File: src/rtl/multicycle_control_if.sv
// Control bus between the multicycle MIPS main controller and its datapath.
// The controller (master) receives the opcode and drives every datapath strobe.
interface multicycle_control_if #(
    parameter int CNT_W = 16
);
    logic [5:0]       op;
    logic             pcwrite;
    logic             pcwritecond;
    logic             brtype;
    logic             iord;
    logic             memread;
    logic             memwrite;
    logic             irwrite;
    logic             memtoreg;
    logic             regdst;
    logic             regwrite;
    logic             alusrca;
    logic [1:0]       alusrcb;
    logic [1:0]       pcsource;
    logic             aluop1;
    logic             aluop2;
    logic             done;
    logic             illegal;
    logic [3:0]       state;
    logic [CNT_W-1:0] instr_count;

    modport master (
        input  op,
        output pcwrite, pcwritecond, brtype, iord, memread, memwrite, irwrite,
        output memtoreg, regdst, regwrite, alusrca, alusrcb, pcsource,
        output aluop1, aluop2, done, illegal, state, instr_count
    );

    modport slave (
        output op,
        input  pcwrite, pcwritecond, brtype, iord, memread, memwrite, irwrite,
        input  memtoreg, regdst, regwrite, alusrca, alusrcb, pcsource,
        input  aluop1, aluop2, done, illegal, state, instr_count
    );
endinterface

File: src/rtl/multicycle_control.sv
// Main Moore control FSM for the multicycle MIPS datapath: sequences each
// instruction from its opcode, counts retired instructions, flags illegal opcodes.
module multicycle_control #(
    parameter int CNT_W = 16
) (
    input  logic                 clk,
    input  logic                 reset,
    multicycle_control_if.master bus
);
    localparam logic [5:0] OP_R    = 6'd0;
    localparam logic [5:0] OP_J    = 6'd2;
    localparam logic [5:0] OP_BEQ  = 6'd4;
    localparam logic [5:0] OP_BLT  = 6'd6;
    localparam logic [5:0] OP_ADDI = 6'd8;
    localparam logic [5:0] OP_SUBI = 6'd9;
    localparam logic [5:0] OP_LW   = 6'd35;
    localparam logic [5:0] OP_SW   = 6'd43;

    typedef enum logic [3:0] {
        FETCH    = 4'd0,
        DECODE   = 4'd1,
        MEMADR   = 4'd2,
        MEMRD    = 4'd3,
        MEMWB    = 4'd4,
        MEMWR    = 4'd5,
        ADDI_EX  = 4'd6,
        SUBI_EX  = 4'd7,
        RTYPE_EX = 4'd8,
        RTYPE_WB = 4'd9,
        IMM_WB   = 4'd10,
        BEQ      = 4'd11,
        BLT      = 4'd12,
        JUMP     = 4'd13
    } state_t;

    state_t           state_reg;
    logic [CNT_W-1:0] count_reg;

    state_t     dec_state;
    logic       pcwrite_d, pcwritecond_d, brtype_d, iord_d, memread_d, memwrite_d;
    logic       irwrite_d, memtoreg_d, regdst_d, regwrite_d, alusrca_d;
    logic       done_d, illegal_d;
    logic [1:0] alusrcb_d, pcsource_d, aluop_d;

    always_ff @(posedge clk) begin
        if (reset) begin
            state_reg <= FETCH;
            count_reg <= '0;
        end else begin
            if (done_d) begin
                count_reg <= count_reg + CNT_W'(1);
            end
            case (state_reg)
                FETCH:  state_reg <= DECODE;
                DECODE: begin
                    case (bus.op)
                        OP_R:          state_reg <= RTYPE_EX;
                        OP_J:          state_reg <= JUMP;
                        OP_BEQ:        state_reg <= BEQ;
                        OP_BLT:        state_reg <= BLT;
                        OP_ADDI:       state_reg <= ADDI_EX;
                        OP_SUBI:       state_reg <= SUBI_EX;
                        OP_LW, OP_SW:  state_reg <= MEMADR;
                        default:       state_reg <= FETCH;
                    endcase
                end
                MEMADR:            state_reg <= (bus.op == OP_SW) ? MEMWR : MEMRD;
                MEMRD:             state_reg <= MEMWB;
                ADDI_EX, SUBI_EX:  state_reg <= IMM_WB;
                RTYPE_EX:          state_reg <= RTYPE_WB;
                default:           state_reg <= FETCH;
            endcase
        end
    end

    // Under reset the decoder sees FETCH so non-strobe outputs show fetch values.
    always_comb begin
        dec_state     = reset ? FETCH : state_reg;
        pcwrite_d     = 1'b0;
        pcwritecond_d = 1'b0;
        brtype_d      = 1'b0;
        iord_d        = 1'b0;
        memread_d     = 1'b0;
        memwrite_d    = 1'b0;
        irwrite_d     = 1'b0;
        memtoreg_d    = 1'b0;
        regdst_d      = 1'b0;
        regwrite_d    = 1'b0;
        alusrca_d     = 1'b0;
        alusrcb_d     = 2'b00;
        pcsource_d    = 2'b00;
        aluop_d       = 2'b00;
        done_d        = 1'b0;
        illegal_d     = 1'b0;
        case (dec_state)
            FETCH: begin
                memread_d = 1'b1;
                irwrite_d = 1'b1;
                pcwrite_d = 1'b1;
                alusrcb_d = 2'b01;
            end
            DECODE: begin
                alusrcb_d = 2'b11;
                illegal_d = !(bus.op inside {OP_R, OP_J, OP_BEQ, OP_BLT,
                                             OP_ADDI, OP_SUBI, OP_LW, OP_SW});
            end
            MEMADR, ADDI_EX: begin
                alusrca_d = 1'b1;
                alusrcb_d = 2'b10;
            end
            SUBI_EX: begin
                alusrca_d = 1'b1;
                alusrcb_d = 2'b10;
                aluop_d   = 2'b01;
            end
            MEMRD: begin
                memread_d = 1'b1;
                iord_d    = 1'b1;
            end
            MEMWB: begin
                regwrite_d = 1'b1;
                memtoreg_d = 1'b1;
                done_d     = 1'b1;
            end
            MEMWR: begin
                memwrite_d = 1'b1;
                iord_d     = 1'b1;
                done_d     = 1'b1;
            end
            RTYPE_EX: begin
                alusrca_d = 1'b1;
                aluop_d   = 2'b10;
            end
            RTYPE_WB: begin
                regwrite_d = 1'b1;
                regdst_d   = 1'b1;
                done_d     = 1'b1;
            end
            IMM_WB: begin
                regwrite_d = 1'b1;
                done_d     = 1'b1;
            end
            BEQ, BLT: begin
                alusrca_d     = 1'b1;
                aluop_d       = 2'b01;
                pcwritecond_d = 1'b1;
                pcsource_d    = 2'b01;
                brtype_d      = (dec_state == BLT);
                done_d        = 1'b1;
            end
            JUMP: begin
                pcwrite_d  = 1'b1;
                pcsource_d = 2'b10;
                done_d     = 1'b1;
            end
            default: ;
        endcase
    end

    assign bus.pcwrite     = pcwrite_d & ~reset;
    assign bus.pcwritecond = pcwritecond_d & ~reset;
    assign bus.memwrite    = memwrite_d & ~reset;
    assign bus.regwrite    = regwrite_d & ~reset;
    assign bus.irwrite     = irwrite_d & ~reset;
    assign bus.done        = done_d & ~reset;
    assign bus.illegal     = illegal_d & ~reset;
    assign bus.brtype      = brtype_d;
    assign bus.iord        = iord_d;
    assign bus.memread     = memread_d;
    assign bus.memtoreg    = memtoreg_d;
    assign bus.regdst      = regdst_d;
    assign bus.alusrca     = alusrca_d;
    assign bus.alusrcb     = alusrcb_d;
    assign bus.pcsource    = pcsource_d;
    assign bus.aluop1      = aluop_d[1];
    assign bus.aluop2      = aluop_d[0];
    assign bus.state       = state_reg;
    assign bus.instr_count = count_reg;
endmodule

File: src/flat_wrapper.sv
// flat-port wrapper written by rule: the top's interface ports become plain ports
module multicycle_control_flat 
#(
    parameter int CNT_W = 16
)
  (clk, reset, bus_op, bus_pcwrite, bus_pcwritecond, bus_brtype, bus_iord, bus_memread, bus_memwrite, bus_irwrite, bus_memtoreg, bus_regdst, bus_regwrite, bus_alusrca, bus_alusrcb, bus_pcsource, bus_aluop1, bus_aluop2, bus_done, bus_illegal, bus_state, bus_instr_count);
  multicycle_control_if #(.CNT_W(CNT_W)) bus_i ();
  input  logic clk;
  input  logic reset;
  input wire logic [$bits(bus_i.op)-1:0] bus_op;
  output wire logic [$bits(bus_i.pcwrite)-1:0] bus_pcwrite;
  output wire logic [$bits(bus_i.pcwritecond)-1:0] bus_pcwritecond;
  output wire logic [$bits(bus_i.brtype)-1:0] bus_brtype;
  output wire logic [$bits(bus_i.iord)-1:0] bus_iord;
  output wire logic [$bits(bus_i.memread)-1:0] bus_memread;
  output wire logic [$bits(bus_i.memwrite)-1:0] bus_memwrite;
  output wire logic [$bits(bus_i.irwrite)-1:0] bus_irwrite;
  output wire logic [$bits(bus_i.memtoreg)-1:0] bus_memtoreg;
  output wire logic [$bits(bus_i.regdst)-1:0] bus_regdst;
  output wire logic [$bits(bus_i.regwrite)-1:0] bus_regwrite;
  output wire logic [$bits(bus_i.alusrca)-1:0] bus_alusrca;
  output wire logic [$bits(bus_i.alusrcb)-1:0] bus_alusrcb;
  output wire logic [$bits(bus_i.pcsource)-1:0] bus_pcsource;
  output wire logic [$bits(bus_i.aluop1)-1:0] bus_aluop1;
  output wire logic [$bits(bus_i.aluop2)-1:0] bus_aluop2;
  output wire logic [$bits(bus_i.done)-1:0] bus_done;
  output wire logic [$bits(bus_i.illegal)-1:0] bus_illegal;
  output wire logic [$bits(bus_i.state)-1:0] bus_state;
  output wire logic [$bits(bus_i.instr_count)-1:0] bus_instr_count;
  assign bus_i.op = bus_op;
  assign bus_pcwrite = bus_i.pcwrite;
  assign bus_pcwritecond = bus_i.pcwritecond;
  assign bus_brtype = bus_i.brtype;
  assign bus_iord = bus_i.iord;
  assign bus_memread = bus_i.memread;
  assign bus_memwrite = bus_i.memwrite;
  assign bus_irwrite = bus_i.irwrite;
  assign bus_memtoreg = bus_i.memtoreg;
  assign bus_regdst = bus_i.regdst;
  assign bus_regwrite = bus_i.regwrite;
  assign bus_alusrca = bus_i.alusrca;
  assign bus_alusrcb = bus_i.alusrcb;
  assign bus_pcsource = bus_i.pcsource;
  assign bus_aluop1 = bus_i.aluop1;
  assign bus_aluop2 = bus_i.aluop2;
  assign bus_done = bus_i.done;
  assign bus_illegal = bus_i.illegal;
  assign bus_state = bus_i.state;
  assign bus_instr_count = bus_i.instr_count;
  multicycle_control #(.CNT_W(CNT_W)) u_core (.clk(clk), .reset(reset), .bus(bus_i));
endmodule
File: config.mk
export PLATFORM = sky130hd
export DESIGN_NAME = multicycle_control_flat
export DESIGN_NICKNAME = d
export VERILOG_FILES = /design/src/rtl/multicycle_control_if.sv /design/src/rtl/multicycle_control.sv /design/src/flat_wrapper.sv
export SDC_FILE = /design/constraint.sdc
export NUM_CORES = 1
export LEC_CHECK = 0
export CORE_UTILIZATION = 40
export DETAILED_ROUTE_END_ITERATION = 8
export PLACE_DENSITY = 0.76
export RECOVER_POWER = 25
export SYNTH_ARGS = -nofsm -noshare
export SYNTH_HDL_FRONTEND = slang
export SYNTH_SLANG_ARGS = --single-unit
export TNS_END_PERCENT = 100
File: constraint.sdc
create_clock -name clk -period 1.5 [get_ports clk]
set_input_delay 0.225 -clock clk [delete_from_list [all_inputs] [get_ports clk]]
set_output_delay 0.225 -clock clk [all_outputs]
set_load 0.02 [all_outputs]
==> metrics.md <==
| Metric | Value |
|---|---|
| Outcome | `finished, violations left` |
| Failing checks | `negative setup slack` |
| Final ANT Viol Nets | `0` |
| Met3 WL | `655 µm` |
| Top sig layer | `met4` |
| Yosys warnings | `0` |
| Setup WS post-layout | `-0.337 ns` |
| Vias in the first global route | `1,863` |
| Max-Cap Viols | `0` |
| Final hold viol count | `0` |
| Period utilization | `122%` |
| DPL Wire Length | `3510 µm` |
| Die W | `60.6 µm` |
| Async set-or-reset flop fraction in the synthesized netlist | `0%` |
| Cell Count, Final, Fillers Out | `330` |
| Cell family with most CP delay | `simple AND/OR/NAND/NOR gates` |
| Leakage | `1.21 nW` |
| Critical Path RT | `1.27 ns` |
| DR WL met2 | `3420 µm` |
| Peak supply drop | `0.000508 V` |
| Register bit total from synthesis | `20` |
| GP Congestion | `0.995` |
| CP Launch Type | `flip-flop` |
| Pin count of the biggest net entering global routing | `15` |
| Pwr Density | `452 nW/µm²` |
| Hold WC Path Type | `primary input to flip-flop` |
| Final Max Tran Viols | `0` |
| Unrepaired setup endpoints after global routing | `yes` |
| Syn_area_per_cell | `7.75 µm²` |
| Post-synth top area share | `29.2%` |
| Initial Utilization | `43.5%` |
| Fmax | `544 MHz` |
| Area growth from synthesis to layout | `101%` |
| Final setup TNS | `-6.28 ns` |
| R2R setup slack | `-0.30 ns` |
| Port bufs | `46` |
| Yosys top cell by area | `dfxtp_1` |
| CP Class | `flip-flop to primary output` |
| WP buf/inv | `2` |
| Die span in y | `60.6 µm` |
| Post-layout util | `87.6%` |
| Arr. time, crit path | `1.61 ns` |
| Post-Syn Area | `1370 µm²` |
| GRT Util Overall | `32.7%` |
| DR vias | `2,032` |
| Synth unique cells | `44` |
| Share of cells above drive strength 1 | `57.0%` |
| Root buffer cell | `clkbuf_4` |
| Most used cell, CP | `buf_6` |
| Vias per cell | `6.16` |
| Wl on met1 | `2600 µm` |
| Largest cells by area after synthesis | `dfxtp_1 29%, xor2_1 5.1%, nor2_1 4.9%, a21oi_1 4.7%, o31ai_1 4.4%` |
| DRC Markers | `0` |
| Normalized max-slew margin | `73.5%` |
| Top FF cell, synth | `dfxtp_1` |
| Synth Instances | `177` |
| # IOs | `47` |
| Total Routed Length | `7050 µm` |
| Starting DRT DRC Count | `204` |
| Total CTS buffers | `3` |
| Worst Skew | `0.00144 ns` |
| Worst path slowest cell | `dfxtp_4` |
| First-pass GRT wire length | `8800 µm` |
| Clock sinks | `20` |
| First-pass iteration count of the detailed router | `5` |
| Nets | `296` |
| Clock period minus final worst setup slack | `1.84 ns` |
| Wirelength per Cell | `21.4 µm` |
| Worst slew pin tran | `0.397 ns` |
| Synth Net Count | `186` |
| Row Count | `20` |
| Core region area | `3150 µm²` |
| Clk_lat worst skew | `0.33 ns` |
| Max reg flops | `16` |
| Ant. Diodes | `0` |
| Placed Cells | `311` |
| Crit path max fanout | `6` |
| Die area | `3670 µm²` |
| Initial antenna violation count | `0` |
| H-tree level count | `1` |
| Deepest clock path buffer count | `2` |
| Total global routing overflow | `0` |
| Worst setup EP type | `primary output` |
| Dpl ws | `-0.717 ns` |
| TritonCTS clock tree | `built` |
| Critical path, cell by cell | `buf_6, nand3b_1, nor2_1, a31oi_1, nor2_2, buf_6` |
| Crit-path max cell delay | `0.42 ns` |
| Post-synth EDFFs | `0` |
| Setup violators final | `32` |
| Power Total | `0.00125 W` |
| Clock transition at path regs | `0.14 ns` |
| Seq/Total Area, Yosys | `29.2%` |
-- Yosys cell counts, drive strengths merged, types with 2 or more instances --
cell,count
o31ai,8
o21ai,6
o31a,3
nor3b,4
a21oi,13
and2,3
inv,5
and3,2
xnor2,2
nor4,2
o41ai,2
nand3,5
dfxtp,20
o21a,2
nor3,7
nor2,18
o211ai,4
a21o,3
or4,7
nand2,14
and4,2
mux2i,2
buf,6
nand2b,2
xor2,8
clkbuf,6
or2,4
nor2b,4
-- layer usage --
layer / track usage (%) / up-vias
met4: 17.2 / 0
li1: - / 869
met5: 0 / -
met3: 4.69 / 39
met2: 56.8 / 173
met1: 38.9 / 951
-- logic make-up (layout without fill, tap and decap cells) --
kind of cell	after synthesis	in the layout	share of synthesized area, %
DFF	20	20	29.2
adders and majority gates	1	1	0.911
buffers and inverters	18	126	6.65
AOI/OAI and AO/OA	47	48	24.2
and+or+nand+nor	78	78	30.4
xor gates and xnor gates	10	10	6.38
muxes	3	3	2.28
-- repair_timing --
| action | CTS | global route |
|---|---|---|
| gates cloned | 1 | 0 |
| resized for setup | 152 | 55 |
| buffers inserted | 9 | 6 |
| pin swaps | 10 | 15 |
| hold buffers | 0 | 0 |
| setup endpoints to repair | 51 | 37 |
-- per-stage QoR --
step	instance area, µm²	hold slack, ns
after global placement	2320	0.474
after floorplan	1490	0.318
after detailed placement	2320	0.489
after CTS	2510	0.505
after global routing	2760	0.421
final	2760	0.414
-- worst reg2reg max path: stages (launching register included) --
cell and delay [ns]:
dfxtp_4 0.40, buf_6 0.13, buf_8 0.14, nand2_4 0.09, buf_6 0.13, o2111ai_4 0.17, or4_1 0.50, a21oi_1 0.18
-- placed cells by master, fill, tap and decap left out, drive strengths merged, types with 5 or more instances in the layout --
cell / n
buf: 89
dfxtp: 20
dlygate4sd2: 18
nor2: 18
nand2: 14
a21oi: 13
xor2: 8
o31ai: 8
nor3: 7
or4: 7
clkdlybuf4s50: 6
o21ai: 6
clkbuf: 6
nand3: 5
inv: 5
-- layout make-up --
type	count	area, µm²
Multi-Input combinational cell	140	1190
Timing Repair Buffer	116	1030
Sequential cell	20	423
Fill cell	152	390
Tap cell	44	55.1
Clock buffer	4	47.5
Inverter	6	22.5
-- final timing paths --
check | from | end | cells past startpoint
worst max-delay path | u_core.bus.state[2] | bus_aluop2 | 6
worst min-delay path | reset | u_core.bus.instr_count[15] | 4
worst max register to register | u_core.bus.state[2] | u_core.bus.instr_count[11] | 7
worst min register to register | u_core.bus.instr_count[13] | u_core.bus.instr_count[13] | 2
-- report_power, final --
group | switching, W | internal, W
registers | 0.00000776 | 0.000530
logic | 0.000154 | 0.000144
clock network | 0.000211 | 0.000204
total | 0.000372 | 0.000877
(Power assumes the default switching activity.)
